**src/rtl/note_sequencer_pkg.sv**
```systemverilog
// Shared chart constants and sequencer state encoding.
// Reused by the sequencer, renderer and hit-judge.
package note_sequencer_pkg;

  localparam int LANES    = 4;
  localparam int ADDR_W   = 13;
  localparam int SONG_LEN = 274;

  typedef enum logic [1:0] {
    IDLE = 2'd0,
    PLAY = 2'd1,
    DONE = 2'd2
  } state_t;

endpackage

```
**src/rtl/note_sequencer_step_timer.sv**
```systemverilog
// Pausable modulo-N step timer.
// Ports: clk, reset, clear, en in; fetch (count==1), wrap (count==N-1) out.
module step_timer #(
  parameter  int N = 4,
  localparam int W = $clog2(N)
) (
  input  logic clk,
  input  logic reset,
  input  logic clear,
  input  logic en,
  output logic fetch,
  output logic wrap
);

  logic [W-1:0] count;

  always_ff @(posedge clk) begin
    if (reset) begin
      count <= '0;
    end else if (clear) begin
      count <= '0;
    end else if (en) begin
      count <= wrap ? '0 : count + 1'b1;
    end
  end

  // count==1 means the ROM word for the current address has landed
  assign fetch = (count == W'(1));
  assign wrap  = (count == W'(N - 1));

endmodule

```
**src/rtl/note_sequencer.sv**
```systemverilog
// Chart sequencer: steps the note ROM at a fixed tempo, emits lane spawns.
// Ports: clk, reset, start, pause, rom_data in; rom_addr, spawn,
// step_strobe, song_pos, playing, done out.
module note_sequencer #(
  parameter int TICKS_PER_STEP = 12500000,
  parameter int SONG_LEN       = note_sequencer_pkg::SONG_LEN,
  parameter int ADDR_W         = note_sequencer_pkg::ADDR_W
) (
  input  logic                             clk,
  input  logic                             reset,
  input  logic                             start,
  input  logic                             pause,
  output logic [ADDR_W-1:0]                rom_addr,
  input  logic [note_sequencer_pkg::LANES-1:0] rom_data,
  output logic [note_sequencer_pkg::LANES-1:0] spawn,
  output logic                             step_strobe,
  output logic [ADDR_W-1:0]                song_pos,
  output logic                             playing,
  output logic                             done
);

  import note_sequencer_pkg::*;

  state_t state, state_nx;

  logic [ADDR_W-1:0] idx;
  logic go;
  logic en;
  logic last;
  logic fetch;
  logic wrap;

  // start is only honoured outside PLAY
  assign go   = (state != PLAY) && start;
  assign en   = (state == PLAY) && !pause;
  assign last = (idx == ADDR_W'(SONG_LEN - 1));

  step_timer #(
    .N(TICKS_PER_STEP)
  ) u_timer (
    .clk  (clk),
    .reset(reset),
    .clear(go),
    .en   (en),
    .fetch(fetch),
    .wrap (wrap)
  );

  always_ff @(posedge clk) begin
    if (reset) begin
      state <= IDLE;
    end else begin
      state <= state_nx;
    end
  end

  always_comb begin
    state_nx = state;
    unique case (state)
      IDLE: if (start) state_nx = PLAY;
      PLAY: if (en && wrap && last) state_nx = DONE;
      DONE: if (start) state_nx = PLAY;
      default: state_nx = IDLE;
    endcase
  end

  always_comb begin
    playing = (state == PLAY);
    done    = (state == DONE);
  end

  // idx doubles as the ROM address register; it holds at the
  // last step so the final address stays visible in DONE.
  always_ff @(posedge clk) begin
    if (reset) begin
      idx         <= '0;
      spawn       <= '0;
      step_strobe <= 1'b0;
    end else begin
      spawn       <= '0;
      step_strobe <= 1'b0;
      if (go) begin
        idx <= '0;
      end else if (en) begin
        if (fetch) begin
          spawn       <= rom_data;
          step_strobe <= 1'b1;
        end
        if (wrap && !last) begin
          idx <= idx + 1'b1;
        end
      end
    end
  end

  assign rom_addr = idx;
  assign song_pos = idx;

endmodule

```
**config.mk**
```make
export PLATFORM = sky130hd
export DESIGN_NAME = note_sequencer
export DESIGN_NICKNAME = d
export VERILOG_FILES = /design/src/rtl/note_sequencer_pkg.sv /design/src/rtl/note_sequencer_step_timer.sv /design/src/rtl/note_sequencer.sv
export SDC_FILE = /design/constraint.sdc
export NUM_CORES = 1
export LEC_CHECK = 0
export BUFFER_PORTS_ARGS = -buffer_cell sky130_fd_sc_hd__buf_2
export CAP_MARGIN = 10
export CORE_ASPECT_RATIO = 1.25
export CORE_MARGIN = 4
export CORE_UTILIZATION = 57
export CTS_CLUSTER_DIAMETER = 80
export CTS_CLUSTER_SIZE = 25
export DETAILED_ROUTE_END_ITERATION = 16
export PLACE_DENSITY = 0.83
export RECOVER_POWER = 25
export SKIP_CTS_REPAIR_TIMING = 1
export SLEW_MARGIN = 20
export SYNTH_ARGS = -nofsm -noshare
export SYNTH_HDL_FRONTEND = slang
export SYNTH_SLANG_ARGS = --single-unit
```
**constraint.sdc**
```tcl
create_clock -name clk -period 5.6 [get_ports clk]
set_clock_uncertainty 0.05 [all_clocks]
set_input_delay 1.68 -clock clk [delete_from_list [all_inputs] [get_ports clk]]
set_output_delay 1.68 -clock clk [all_outputs]
set_load 0.05 [all_outputs]
```
==> reports/qor.csv <==
stage,metric,value,unit
status,outcome,completed,
clock_tree,cts_buffer_depth,2,
die,core.rowCount,26,
placed_design,portBuffers,40,
timing,worstMarginPinSlew,745,ps
synthesis,synth_top_family_by_area,simple AND/OR/NAND/NOR gates,
synthesis,async_flop_share,0,%
grt,grt_pass1_wl,8810,um
routing,met1_length,2170,um
placed_design,place.gp.congestion,0.863,
grt,grt.total_usage,21.2,%
synthesis,synth-xor-area-share,3.30,%
power,p_leak,0.927,nW
clock_tree,cts_made_buffers,5,
synthesis,syn_inst,270,
power,p_total,0.000542,W
worst_setup_path,crit_fanout,9,
clock_tree,path_clk_slew,80,ps
timing,slew_headroom,50.3,%
synthesis,synth_adder_area_share,2.10,%
routing,wl_met2,2690,um
timing,slew_viol_final,0,
synthesis,synth_mux_area_share,1.26,%
layout,areaGrowthSynthToFinish,7.81,%
synthesis,synth_ff_type,dfxtp_1,
worst_setup_path,end_kind,flop,
clock_tree,h-tree-depth,2,
synthesis,synth-edff-count,0,
power,power_density,211,nW/um^2
routing,avgViaCountPerCell,6.22,
synthesis,synth_compound_area_share,15.8,%
timing,clock.fmax,305,MHz
worst_setup_path,path_class,primary input to flop,
timing,fin_crit,3280,ps
grt,gr-total-overflow,0,
synthesis,synth-seq-cells,44,
worst_setup_path,start_kind,primary input,
power,intPower,0.000411,W
die,boundaryPins,41,
worst_setup_path,worst_ep_required_time,5780,ps
clock_tree,clock_latency,300,ps
layout,fillers,364,
die,die_h,80.4,um
clock_tree,cts.sinks,44,
routing,drt-wirelength-per-cell,15.0,um
worst_hold_path,hold_path_class,flop to flop,
synthesis,syn_area_per_cell,8.84,um^2
routing,top_layer,met4,
die,initial_core_util,58.7,%
job,maxCapViolations,0,
power,p_sw,0.000131,W
layout,diodes,0,
routing,vias,2177,
routing,routed-wl-met3,239,um
synthesis,synth_warnings,0,
synthesis,synth-simple-area-share,32.9,%
synthesis,synth_nets,282,
grt,antenna_found_initial,0,
power,swShare,24.1,%
routing,route.detailed.drc,0,
worst_setup_path,r2r_slack,3060,ps
layout,fin_util,63.3,%
die,fp.dieW,65.9,um
synthesis,synth_cell_types,46,
die,core_area,4070,um^2
clock_tree,cts_tree,done,
power,combPwrFrac,5.5,%
layout,layout-drive-gt1-share,14.6,%
timing,rsz0062_at_grt,no,
placed_design,hpwlAfterDp,3850,um
routing,drt_first_pass_iters,5,
synthesis,yosysSeqAreaShare,36.9,%
timing,tns,0,ps
synthesis,syn_area,2390,um^2
layout,nets,305,
routing,routed_wl,5260,um
grt,grt_pass1_vias,2006,
clock_tree,clockRootBuffer,clkbuf_8,
power,ir_worst_vdd,0.153,mV
timing,setup_viol,0,
routing,initialDrtViolationCount,158,
timing,hold_viol_final,0,
worst_setup_path,arrival,3450,ps
die,die_area,5290,um^2
routing,drtAntennaViolNets,0,
grt,grt_max_degree,27,
power,power_frac_seq,58.5,%
power,clock_power_share,36.0,%
timing,fin_crit_sh,58.5,%
-- stage by stage --
step	hold slack [ps]	cells	setup WS [ps]	instance area, um^2
floorplan	411	270	2540	2390
global placement	428	342	2220	2510
detailed placement	441	342	2170	2510
CTS	452	350	2480	2590
global route	482	350	2130	2570
finish	456	350	2320	2570
-- synth_stat cells (7+ instances only) --
library cell | count | area [um^2]
nand2b_1 | 10 | 62.6
buf_4 | 13 | 97.6
nand2_1 | 12 | 45.0
nand3_1 | 15 | 75.1
o311ai_1 | 8 | 70.1
dfxtp_1 | 44 | 881
nor4_1 | 8 | 50.1
or4_1 | 14 | 105
o31ai_1 | 22 | 165
a21oi_1 | 15 | 75.1
nand4_1 | 14 | 87.6
and3_1 | 7 | 43.8
nor2_1 | 11 | 41.3
-- placed cells by master (no fill, tap or decap), drive strengths merged, types with 2 or more instances in the layout --
cell,count
or3,4
nor3,2
clkinv,3
dfxtp,44
nor4b,3
xnor2,4
nor2,11
and4,6
nor3b,2
ha,4
clkbuf,17
nand4,14
nor4,8
mux2i,3
inv,5
a21oi,16
o311ai,8
and3,7
or4,16
nand2b,11
and2,6
nand3,15
xor2,5
buf,30
nand2,12
o31ai,22
o21ba,2
o21ai,3
-- state kept, by name, indices dropped and copies added, names as in the netlist --
name and count:
rom_addr 13, u_timer.count 24, state 2, spawn 4
step_strobe 1
-- cell type report --
class                           instances  area [um^2]  share of cell area, %
Multi-Input combinational cell        195         1320                   51.1
Clock buffer                            5         68.8                   2.67
Clock inverter                          3         18.8                  0.729
Inverter                                5         18.8                  0.729
Sequential cell                        44          881                   34.2
Timing Repair Buffer                   42          200                   7.78
Tap cell                               56         70.1                   2.72
-- per-layer routing --
metal | track usage (%) | up-vias
met3 | 4.48 | 16
met1 | 22.2 | 1036
met4 | 10.8 | 0
met2 | 39.0 | 56
li1 | - | 1069
met5 | 0 | -
-- cell families after synthesis --
family	Yosys count
adders and majority gates	4
xor gates and xnor gates	9
buffers and inverters	31
AOI/OAI and AO/OA	54
DFF	44
muxes	3
and+or+nand+nor	125
-- worst max-delay path, cell delays in order --
cell,delay (ps)
clkbuf_1,160
nor3b_1,620
nand4_1,350
or4_1,490
a21oi_1,150
-- worst paths after layout --
check | start | endpoint | depth (start not counted)
max | pause | u_timer.count[11] | 5
max reg2reg | u_timer.count[5] | u_timer.count[21] | 5
min | u_timer.count[23] | u_timer.count[23] | 2
min reg2reg | u_timer.count[23] | u_timer.count[23] | 2
-- power by group through the flow --
| stage | sequential (W) | combinational [W] | clock, W |
|---|---|---|---|
| finish | 0.000317 | 0.0000299 | 0.000195 |
| global route | 0.000317 | 0.0000335 | 0.000211 |
| CTS | 0.000317 | 0.0000306 | 0.000201 |
| detailed placement | 0.000324 | 0.0000304 | 0 |
| global placement | 0.000324 | 0.0000295 | 0 |
| floorplan | 0.000324 | 0.0000206 | 0 |
No activity file was read; power rests on OpenSTA's default activity.
